**src/rtl/mem_access_initiator.sv**
```systemverilog
// Load/store initiator for one data_memory_with_lock port: word-only mem_req, sub-word stores via locked read-modify-write.
// Optional build macro MEM_ACCESS_TIMEOUT_EN adds TIMEOUT_CYCLES and done_timeout; rpl_req packs {req, issue_id}.
package mem_access_pkg;
  typedef struct packed {
    logic [29:0] addr;
    logic        wen;
    logic [31:0] wdata;
  } mem_req_t;
endpackage

module mem_access_initiator
  import mem_access_pkg::*;
#(
  parameter int ID_WIDTH = 4
`ifdef MEM_ACCESS_TIMEOUT_EN
  , parameter int TIMEOUT_CYCLES = 255
`endif
) (
  input  logic                clk,
  input  logic                reset,
  input  logic                op_valid,
  output logic                op_ready,
  input  logic [ID_WIDTH-1:0] op_id,
  input  logic [2:0]          op_type,
  input  logic [31:0]         op_addr,
  input  logic [31:0]         op_wdata,
  output logic [ID_WIDTH:0]   rpl_req,
  output mem_req_t            mem_req,
  input  logic                grant,
  input  logic [31:0]         rdata,
  output logic                done_valid,
  input  logic                done_ready,
  output logic [ID_WIDTH-1:0] done_id,
  output logic [31:0]         done_rdata,
`ifdef MEM_ACCESS_TIMEOUT_EN
  output logic                done_timeout,
`endif
  output logic                done_err
);

  localparam logic [2:0] OP_LB  = 3'd0;
  localparam logic [2:0] OP_LBU = 3'd1;
  localparam logic [2:0] OP_LH  = 3'd2;
  localparam logic [2:0] OP_LHU = 3'd3;
  localparam logic [2:0] OP_LW  = 3'd4;
  localparam logic [2:0] OP_SB  = 3'd5;
  localparam logic [2:0] OP_SH  = 3'd6;
  localparam logic [2:0] OP_SW  = 3'd7;

  typedef enum logic [1:0] {IDLE, REQ, WRITE, DONE} state_t;

  state_t              state_q, state_d;
  logic [ID_WIDTH-1:0] id_q;
  logic [2:0]          type_q;
  logic [31:0]         addr_q;
  logic [31:0]         wdata_q;
  logic [31:0]         old_q;
  logic                accept;
  logic                misaligned;
  logic                timeout_hit;
  logic [4:0]          shamt;
  logic [31:0]         lane;
  logic [31:0]         load_ext;
  logic [31:0]         mask;
  logic [31:0]         merged;

  always_comb begin
    misaligned = 1'b0;
    case (op_type)
      OP_LH, OP_LHU, OP_SH: misaligned = op_addr[0];
      OP_LW, OP_SW:         misaligned = |op_addr[1:0];
      default:              misaligned = 1'b0;
    endcase
  end

  // Little-endian lane select for loads and byte/half merge for the RMW write.
  always_comb begin
    shamt = {addr_q[1:0], 3'b000};
    lane  = rdata >> shamt;
    case (type_q)
      OP_LB:   load_ext = {{24{lane[7]}}, lane[7:0]};
      OP_LBU:  load_ext = {24'h0, lane[7:0]};
      OP_LH:   load_ext = {{16{lane[15]}}, lane[15:0]};
      OP_LHU:  load_ext = {16'h0, lane[15:0]};
      default: load_ext = rdata;
    endcase
    mask   = ((type_q == OP_SB) ? 32'h0000_00FF : 32'h0000_FFFF) << shamt;
    merged = (old_q & ~mask) | ((wdata_q << shamt) & mask);
  end

`ifdef MEM_ACCESS_TIMEOUT_EN
  localparam int CW = (TIMEOUT_CYCLES < 2) ? 1 : $clog2(TIMEOUT_CYCLES + 1);
  logic [CW-1:0] wait_cnt;
  assign timeout_hit = ((state_q == REQ) || (state_q == WRITE)) && !grant &&
                       (int'(wait_cnt) >= TIMEOUT_CYCLES - 1);
`else
  assign timeout_hit = 1'b0;
`endif

  always_ff @(posedge clk) begin
    if (reset) state_q <= IDLE;
    else       state_q <= state_d;
  end

  always_comb begin
    state_d    = state_q;
    op_ready   = 1'b0;
    accept     = 1'b0;
    rpl_req    = '0;
    mem_req    = '0;
    done_valid = 1'b0;
    case (state_q)
      IDLE: begin
        op_ready = !reset;
        accept   = op_valid && !reset;
        if (accept) state_d = misaligned ? DONE : REQ;
      end
      REQ: begin
        rpl_req      = {1'b1, id_q};
        mem_req.addr = addr_q[31:2];
        if (type_q == OP_SW) begin
          mem_req.wen   = 1'b1;
          mem_req.wdata = wdata_q;
        end
        if (grant) state_d = ((type_q == OP_SB) || (type_q == OP_SH)) ? WRITE : DONE;
        else if (timeout_hit) state_d = DONE;
      end
      WRITE: begin
        rpl_req       = {1'b1, id_q};
        mem_req.addr  = addr_q[31:2];
        mem_req.wen   = 1'b1;
        mem_req.wdata = merged;
        if (grant || timeout_hit) state_d = DONE;
      end
      DONE: begin
        done_valid = 1'b1;
        if (done_ready) state_d = IDLE;
      end
      default: state_d = IDLE;
    endcase
  end

  // Result fields are loaded at accept and refined on grant, so they are stable throughout DONE.
  always_ff @(posedge clk) begin
    if (reset) begin
      id_q       <= '0;
      type_q     <= '0;
      addr_q     <= '0;
      wdata_q    <= '0;
      old_q      <= '0;
      done_id    <= '0;
      done_rdata <= '0;
      done_err   <= 1'b0;
    end else begin
      if (accept) begin
        id_q       <= op_id;
        type_q     <= op_type;
        addr_q     <= op_addr;
        wdata_q    <= op_wdata;
        done_id    <= op_id;
        done_rdata <= '0;
        done_err   <= misaligned;
      end
      if ((state_q == REQ) && grant) begin
        old_q <= rdata;
        if (type_q <= OP_LW) done_rdata <= load_ext;
      end
    end
  end

`ifdef MEM_ACCESS_TIMEOUT_EN
  always_ff @(posedge clk) begin
    if (reset) begin
      wait_cnt     <= '0;
      done_timeout <= 1'b0;
    end else begin
      if (accept) done_timeout <= 1'b0;
      else if (timeout_hit) done_timeout <= 1'b1;
      if ((state_d != state_q) && ((state_d == REQ) || (state_d == WRITE)))
        wait_cnt <= '0;
      else if (((state_q == REQ) || (state_q == WRITE)) && !grant)
        wait_cnt <= wait_cnt + CW'(1);
    end
  end
`endif

endmodule
```
**config.mk**
```make
export PLATFORM = sky130hd
export DESIGN_NAME = mem_access_initiator
export DESIGN_NICKNAME = d
export VERILOG_FILES = /design/src/rtl/mem_access_initiator.sv
export SDC_FILE = /design/constraint.sdc
export NUM_CORES = 1
export LEC_CHECK = 0
export CAP_MARGIN = 25
export CORE_ASPECT_RATIO = 0.9
export CORE_UTILIZATION = 33
export CTS_CLUSTER_DIAMETER = 200
export CTS_CLUSTER_SIZE = 24
export DETAILED_ROUTE_END_ITERATION = 10
export PLACE_DENSITY = 0.63
export SLEW_MARGIN = 20
export SYNTH_ARGS = -nofsm -noshare
export SYNTH_HDL_FRONTEND = slang
export SYNTH_SLANG_ARGS = --single-unit
```
**constraint.sdc**
```tcl
create_clock -name clk -period 1.9 [get_ports clk]
set_input_delay 0.475 -clock clk [delete_from_list [all_inputs] [get_ports clk]]
set_output_delay 0.475 -clock clk [all_outputs]
set_load 0.005 [all_outputs]
```
Word-level counts from Yosys, hierarchy flattened
Cells that the tools add are included.
{"block": "op_classes", "eq_ne": 18, "n_mux": 19, "reduce_logical": 11, "order_cmp": 1, "bitwise_logic": 4, "shifts": 3}
{"op": "$pmux 32 s4", "count": 1}
{"op": "$pmux 63 s2", "count": 1}
{"op": "$mux 32", "count": 3}
{"op": "$and 32x32->32", "count": 2}
{"op": "$mux 33", "count": 1}
{"op": "$not 32->32", "count": 1}
{"op": "$or 32x32->32", "count": 1}
{"op": "$shl 16x5->32", "count": 1}
{"op": "$shl 32x5->32", "count": 1}
{"op": "$shr 32x5->16", "count": 1}
{"op": "$eq 3x3->1 const B", "count": 6}
{"op": "$mux 16", "count": 1}
{"op": "$eq 3x2->1 const B", "count": 4}
{"op": "$mux 2", "count": 5}
{"op": "$ne 2x2->1 const B", "count": 4}
{"op": "$pmux 2 s4", "count": 1}
{"op": "$reduce_or 2->1", "count": 3}
{"op": "$mux 5", "count": 1}
{"op": "$eq 2x2->1 const B", "count": 2}
{"op": "$mux 1", "count": 4}
{"op": "$reduce_and 4->1", "count": 1}
{"op": "$eq 3x1->1 const B", "count": 1}
{"op": "$le 3x3->1 const B", "count": 1}
{"op": "$logic_not 3->1", "count": 1}
{"op": "other kinds (7)", "count": 8}
{"block": "word_totals", "in_bits": 108, "ff_bits": 138, "output_inout_bits": 107, "wordCells": 64}

Logic depth before layout (Yosys ltp)
Gate-level depths: netlist of the first run.
{"block": "logic_depth", "ltp_word": 7, "ltp_mapped": 8, "ltp_nobuf": 7}

Worst setup path before layout of the first run
Ideal clock, no wire load.
{"block": "synth_timing", "path_type": "reg-to-output", "start": "register state_q[0]", "end": "output port mem_req[20] in the netlist's numbering", "t_arrival_ps": 1638, "n_path_buf": 2, "t_required_ps": 1425, "setup_slack_ps": -213, "path_stages_with_launch": 7, "cell_sequence": "dfxtp_1 -> inv_1 -> ha_1 -> and2_1 -> clkbuf_1 -> clkbuf_1 -> a22o_1"}
{"element": "from (decl)", "line": "52", "source": "state_t state_q, state_d;"}
{"element": "from (signal assigned)", "line": "102", "source": "else state_q <= state_d;"}
{"element": "to (decl)", "line": "28", "source": "output mem_req_t mem_req,"}

==> results by stage, run 1 <==
Status:
- The run finished, with violations left.
- The checks that failed: setup timing.

Global routing:
- The first-pass GRT wire length is 41.3 mm.
- The initial antenna violation count is 0.
- In the global route stage, overall resource usage came out at about a quarter.
- The largest net degree at the start of global routing is slightly below 100.
- The total congestion overflow is 0.
- The number of global-route vias before repair is 7,479.

Synthesis:
- After synthesis, flip-flops and latches occupy 39.6% of the total area.
- The register bit total from synthesis is 138.
- Sorting the synthesized cells by how often they occur yields nand2_1, dfxtp_1, a21oi_1.
- Sorting the synthesized cells by area gives the leading types as dfxtp_1, nand2_1, nand3b_1.
- The top flip-flop cell by instance count after synthesis is dfxtp_1.
- The synthesized instance count is 895.
- The count of different cell masters after synthesis is 45.
- The share of async-settable or async-resettable flops after synthesis is 0%.
- The mean instance size in the synthesized netlist is approximately 8 um2.
- The number of warnings printed during yosys synthesis is 0.
- The cell accounting for the most synthesized area is dfxtp_1.
- The synthesized netlist net count is between 1,000 and 1,500.
- Among all cell types in the netlist, the one instantiated most often is nand2_1.
- In this run the cell area of the synthesized design comes to ~7000 um2.
- The synthesized design devotes to its leading area cell type between 30% and 40% of total area.
- Counting flops with a built-in enable in the synthesized netlist gives 0.

CTS:
- The tree is rooted in a clkbuf_16.
- The clock-pin slew on the worst setup and hold paths is 60 ps.
- The worst-case clock buffer depth is 2.
- The TritonCTS clock tree is yes.
- The number of buffers added by the clock tree synthesis step is 17.
- The CTS H-tree depth is 4.
- The clock latency on the worst-skew pair is 420 ps.
- The TritonCTS sink count is 138.

Worst setup path:
- The critical path goes through nand3b_1 > buf_4 > o21ai_2 > buf_4 > mux2i_2 > o21ai_1 > buf_2.
- The setup path with the least slack is of type register to output port.
- STA classifies the critical path startpoint as a register.
- At the worst endpoint, the required time is roughly 1400 ps.
- The longest individual stage delay on the worst path is 320 ps.
- The gate family responsible for the most delay along the worst path is buffers and inverters.
- Data on the critical path arrives at its endpoint at 1960 ps.
- STA classifies the critical path endpoint as an output port.
- The number of buffers and inverters on the critical path is 3.
- On the critical path, the stage with the largest delay is an instance of dfxtp_2.
- The library cell appearing most often on the critical path is buf_4.
- The largest fanout of any net on the critical path is 6.

Cells and area:
- The proportion of layout cells with a drive suffix above 1 is 32.5%.
- The growth of design area from synthesis to finish is 67.9%.
- After routing the design area is 11,700 um2.
- After the last flow step, the layout net total stands at 1,323.
- The filler cell count is between 1,500 and 2,000.
- The register cell area after layout is 2780 um2.
- 0 antenna diodes ended up in the layout.
- The area taken by multi-input logic gates is around 4300 um2.

Die:
- 215 I/O pins were placed.
- The die outline area is 21,700 um2.
- The die boundary height is roughly 140 um.
- The effective utilization at floorplan is approximately a third.
- In this run the horizontal extent of the chip is 155 um.
- The region available for standard cell placement spans slightly above 20,000 um2.
- The floorplan has 50 rows.

STA:
- The number of hold-slack violations in the final timing report was 0.
- The number of max-slew violations in the final report came to 0.
- Setup slack on the critical path of the routed design comes to -533 ps.
- Derived from the worst setup path, the maximum achievable clock frequency is just over 400 MHz.
- The count of final setup violators is 80.
- After routing, the total negative slack on setup checks comes to -29,940 ps.
- The worst pin sits at a relative slew slack of roughly 65%.
- The post-route fraction of the period consumed by the critical path is 128%.
- Between clock sinks in the finished design, the worst skew comes to 7.85 ps.
- The worst path in the final design needs a cycle of 2430 ps, including I/O delays and setup.
- Setup repair after global routing could not meet its margin everywhere.
- For the pin with the worst max-slew slack, the measured transition is 520 ps.

Place:
- The cell area after placement is ~10,000 um2.
- In this run the tool buffered the top-level ports with 214 buffer cells.
- The final HPWL from detailed placement is roughly 18 mm.
- At the end of routability-driven placement, the weighted congestion stood at 0.882.

Routing:
- Once detail routing completed, the nets flagged for antenna violations numbered 0.
- The number of vias per cell is 5.05.
- The detailed-route wire length per cell is 18.1 um.
- The post-detailed-routing wire length is 27.3 mm.
- The first TritonRoute pass finished after 5 iterations.
- For this block, the via count after detailed routing is ~7,600.
- The DRC violation count after routing is 0.
- The detailed router finished its first iteration with 482 violations.

Flow run:
- The number of maximum-capacitance constraint violations is 0.

Power and ir drop:
- The leakage power is 4.94 nW.
- The maximum VDD drop is 0.000566 V.
- The ratio of total power to cell area is 1120 nW/um2.

Min path:
- The worst hold path belongs to the class primary input to register.
==> layout by cell type, fill, tap and decap left out, drive strengths merged, types with 2 or more instances in the layout <==
cell type,n
bufinv,3
a211oi,25
nand2,252
nand3b,74
a22o,12
clkbuf,22
or2,5
ha,5
nand3,7
or3,2
nor2,26
a21o,5
mux2,5
nor3b,10
o22ai,3
o221ai,8
buf,226
clkinv,5
nor2b,17
mux2i,28
inv,9
clkdlybuf4s50,143
a21oi,90
a32o,4
o21ai,29
clkinvlp,4
and2,37
a22oi,15
dfxtp,138
==> repair_timing <==
item | in CTS | in global routing
pin swaps | 62 | 14
hold buffers | 0 | 0
setup endpoints to repair | 87 | 99
gates cloned | 6 | 3
gates resized for setup | 471 | 58
buffers inserted | 33 | 18
==> worst reg2reg max path, cell delays in order, from the launching register on <==
cell and delay, ps:
dfxtp_4 430, buf_12 170, mux2_4 320, nor3b_4 160, o41ai_4 390, buf_4 220
clkbuf_16 170, a211oi_2 70
==> cells by family after synthesis <==
group                    synth area share, %
buffers and inverters                   5.32
XOR/XNOR                               0.125
flip-flops                              39.6
AO/OA/AOI/OAI                           18.9
AND/OR/NAND/NOR                         30.3
adder cells (fa/ha/maj)                0.896
multiplexers                            4.88
==> power by group <==
| group | switching (W) | internal (W) |
|---|---|---|
| logic | 0.00273 | 0.00313 |
| registers | 0.000463 | 0.00349 |
| clock network | 0.00131 | 0.00204 |
==> final timing paths <==
check	start	to	slack (ps)	cells after the start
worst max register to register	addr_q[1]$_SDFFE_PP0P_	done_rdata[23]$_SDFF_PP0_	-180	7
worst max-delay path	type_q[1]$_SDFFE_PP0P_	mem_req[30]	-530	7
worst min register to register	old_q[12]$_SDFFE_PP0P_	old_q[12]$_SDFFE_PP0P_	460	2
worst min-delay path	reset	done_err$_SDFFE_PP0P_	430	3
==> layout make-up <==
type,count,area share [%]
multi-input combinational,670,36.7
sequential,138,23.7
tap,286,3.05
inverter,9,0.352
timing repair buffer,374,31.2
clock buffer,18,3.66
clock inverter,12,1.30
==> layer usage <==
metal | track usage (%) | routed length, um
met2 | 39.5 | 12600
met1 | 32.5 | 12200
met3 | 6.99 | 2050
met5 | 0 | 0
met4 | 5.68 | 333
==> registers in the layout, summed over array words and instances, names as in the netlist <==
| signal | flops |
|---|---|
| addr_q | 32 |
| done_err | 1 |
| done_rdata | 32 |
| id_q | 4 |
| old_q | 32 |
| state_q | 2 |
| type_q | 3 |
| wdata_q | 32 |
==> per-stage QoR <==
step	utilization, %	setup WS [ps]	hold slack, ps	cells	power (W)
final	56.4	-533	427	1507	0.0132
after global routing	56.4	-608	426	1507	0.0138
after CTS	54.9	-516	421	1491	0.0129
after detailed placement	48.7	-571	449	1424	0.00820
after global placement	48.7	-543	446	1424	0.00816
after floorplan	-	-39.1	432	895	0.00606
(Power assumes the default switching activity.)
==> run 2, diff against run 1 <==
--- a/config.mk
+++ b/config.mk
@@ -6,12 +6,14 @@
 export NUM_CORES = 1
 export LEC_CHECK = 0
 export CAP_MARGIN = 25
+export CELL_PAD_IN_SITES_DETAIL_PLACEMENT = 0
+export CELL_PAD_IN_SITES_GLOBAL_PLACEMENT = 1
 export CORE_ASPECT_RATIO = 0.9
-export CORE_UTILIZATION = 33
+export CORE_UTILIZATION = 30
 export CTS_CLUSTER_DIAMETER = 200
 export CTS_CLUSTER_SIZE = 24
 export DETAILED_ROUTE_END_ITERATION = 10
-export PLACE_DENSITY = 0.63
+export PLACE_DENSITY = 0.74
 export SLEW_MARGIN = 20
 export SYNTH_ARGS = -nofsm -noshare
 export SYNTH_HDL_FRONTEND = slang
==> results by stage, run 2 (synthesis results as in run 1) <==
Global routing:
- The all-layer global routing usage is 22.3% (-2.3 points).
- The number of global-route vias before repair is 7,241 (-3.2%).
- The largest net degree at the start of global routing is 131 (+35%).
- The first-pass GRT wire length came to 40.8 mm (-1.2%).
- The initial antenna violation count is 1 (+1).
- The total congestion overflow is 0 (unchanged).

Cells and area:
- The number of diodes added for antenna fixing is 0 (unchanged).
- The most frequent standard cell in the layout excluding fill and tap cells is nand2_1.
- The growth of design area from synthesis to finish is 69.6%.
- The proportion of layout cells with a drive suffix above 1 is 32.4% (-0.11 points).
- Leaving out fill and tap cells, the most frequent cells in the layout are nand2_1, clkdlybuf4s50_1, dfxtp_1, buf_4, a21oi_1.
- The utilization after layout is 52.3% (-4.1 points).
- The number of nets in the finished design is 1,319 (-0.30%).
- The final non-filler cell area is 11,800 um2 (+1.0%).

Min path:
- The terminating pin of the worst hold path is old_q[28]$_SDFFE_PP0P_.
- The hold path startpoint is old_q[28]$_SDFFE_PP0P_.
- The class of the tightest hold or removal check is register to register.
- The worst hold path depth is 2 (-1).

Die:
- The effective utilization at floorplan is 30.8% (-2.8 points).
- The number of standard-cell rows in the floorplan came to 52 (+4.0%).
- The standard cell core area is 22,600 um2 (+9.0%).
- The die boundary height is 147 um (+4.8%).
- The number of top-level pins is 215 (unchanged).
- The die outline area is 23,900 um2 (+9.9%).
- The horizontal die dimension was 163 um (+4.8%).

Power and ir drop:
- The maximum VDD drop was 0.000605 V (+6.8%).
- The ratio of total power to cell area came to 1110 nW/um2 (-0.91%).
- The leakage power is 4.92 nW (-0.36%).

Status:
- The checks that failed: setup timing.
- The run finished, with violations left.

Worst setup path:
- The largest fanout of any net on the critical path came to 5 (-1).
- STA classifies the critical path endpoint as an output port.
- The startpoint kind of the worst setup timing path is a register.
- The path type of the worst setup path is register to output port.
- The worst-case register-to-register setup slack is -110 ps (+70 ps).
- In this design, the critical path's most frequently occurring cell is buf_6.
- The required time reported for the critical path endpoint came to 1420 ps (about the same).
- The worst register-to-register path ends at done_rdata[30]$_SDFF_PP0_.
- Traced cell by cell, the critical path runs through inv_4 > ha_4 > buf_6 > nor2b_4 > buf_6 > buf_12 > buf_12 > and2_4 > buf_6.
- The logic depth of the worst register-to-register path is 7 (unchanged).
- The largest individual stage delay along the critical path comes from the cell dfxtp_4.
- The worst register-to-register path begins at addr_q[1]$_SDFFE_PP0P_.
- The longest individual stage delay on the worst path is 380 ps (+60 ps).
- The critical path arrival is 1990 ps (+30 ps).

Place:
- The final HPWL from detailed placement is 18.8 mm (+3.5%).
- The setup slack at placement is -541 ps (+29.9 ps).
- The count of buffers from port buffering was 214 (unchanged).
- The cell area after placement is 10,100 um2 (about the same).
- The weighted congestion reported at the end of routability-driven placement is 0.869 (-1.4%).

STA:
- The worst setup skew after layout is 12.0 ps (+4.11 ps).
- The relative max-transition margin is 54.6% (-11 points).
- The achievable clock frequency is 406 MHz (-1.3%).
- The number of max-slew violations in the final report is 0 (unchanged).
- The count of final setup violators is 80 (unchanged).
- Setup repair after global routing could not meet its margin everywhere.
- The final critical-path required period was 2460 ps (+31.7 ps).
- The measured slew at the worst slew-check pin came to 679 ps (+159 ps).
- The post-route fraction of the period consumed by the critical path is 130% (+1.7 points).
- The worst setup slack after layout was -565 ps (-31.7 ps).
- The number of hold-slack violations in the final timing report was 0 (unchanged).

Routing:
- The DRC violation count after routing is 0 (unchanged).
- The total iterations of the first detailed-routing run is 5 (unchanged).
- The residual antenna-violating net count after detailed routing is 0 (unchanged).
- The number of vias per cell is 4.98 (-1.4%).
- The overall via count from detail_route is 7,547 (-0.81%).
- The number of DRC violations after detailed-routing iteration 0 was 518 (+7.5%).
- The post-detailed-routing wire length is 27.4 mm (+0.51%).
- The detailed-route wire length per cell is 18.1 um (about the same).

CTS:
- The CTS H-tree depth is 4 (unchanged).
- The hold-fix buffer count after cts is 0 (unchanged).
- The number of buffers added by the clock tree synthesis step is 17 (unchanged).
- The TritonCTS sink count was 138 (unchanged).
- TritonCTS built the clock tree.
- The clock-pin slew on the worst setup and hold paths is 70 ps (about the same).
- The clock latency on the worst-skew pair came to 430 ps (about the same).
- The buffer type at the clock tree root is clkbuf_16.
- The worst-case clock buffer depth is 2 (unchanged).

Flow run:
- The number of maximum-capacitance constraint violations is 0 (unchanged).
==> run 2: what timing repair did <==
item | in CTS | in global routing
pin swaps | 48 | 42
buffers inserted | 35 | 16
setup endpoints to repair | 87 | 91
resized for setup | 441 | 78
cloned | 6 | 5
==> run 2: layout make-up <==
class | count | area (um2)
tap | 297 | 372
multi-input combinational | 671 | 4350
clock inverter | 15 | 163
fill | 2115 | 10800
inverter | 9 | 38.8
sequential | 138 | 2780
clock buffer | 17 | 425
timing repair buffer | 369 | 3710
==> run 2: worst max path at each step <==
stage / from / end / slack [ps] / cells past startpoint
finish: state_q[0]$_SDFFE_PP0P_ / mem_req[51] / -560 / 9
global route: state_q[0]$_SDFFE_PP0P_ / mem_req[7] / -620 / 8
CTS: type_q[1]$_SDFFE_PP0P_ / mem_req[16] / -650 / 8
detailed placement: addr_q[0]$_SDFFE_PP0P_ / mem_req[23] / -540 / 6
global placement: addr_q[1]$_SDFFE_PP0P_ / mem_req[23] / -570 / 6
floorplan: addr_q[1]$_SDFFE_PP0P_ / mem_req[22] / -40 / 8
==> run 2: power breakdown <==
group	total (W)	internal [W]	switching, W
Sequential	0.00395	0.00348	0.000467
Combinational	0.00583	0.00314	0.00269
Clock	0.00339	0.00196	0.00143
==> run 2: worst max-delay path: cells and delay by family (launching register included) <==
family | cells | cell delay [ps]
simple gates | 2 | 270
buf+inv | 6 | 670
flops | 1 | 380
fa+ha+maj | 1 | 250
==> run 2: per-stage QoR <==
stage / TNS [ps] / hold slack, ps / instances / power [W]
floorplan: -85.5 / 432 / 895 / 0.00606
global placement: -33730 / 444 / 1429 / 0.00820
detailed placement: -36180 / 451 / 1429 / 0.00820
CTS: -31780 / 458 / 1499 / 0.0128
global route: -37700 / 454 / 1516 / 0.0138
finish: -32380 / 457 / 1516 / 0.0132
==> run 2: per-layer routing <==
metal	wire length, um	global-route usage (%)
met5	17	0
met1	12300	29.9
met2	12500	35.7
met4	223	3.97
met3	2320	6.35
==> run 3, diff against run 2 <==
--- a/config.mk
+++ b/config.mk
@@ -5,6 +5,7 @@
 export SDC_FILE = /design/constraint.sdc
 export NUM_CORES = 1
 export LEC_CHECK = 0
+export ABC_CLOCK_PERIOD_IN_PS = 1900
 export CAP_MARGIN = 25
 export CELL_PAD_IN_SITES_DETAIL_PLACEMENT = 0
 export CELL_PAD_IN_SITES_GLOBAL_PLACEMENT = 1
==> results of run 3 <==
Same layout as run 2: the final DEF is identical, and so are final timing and power.
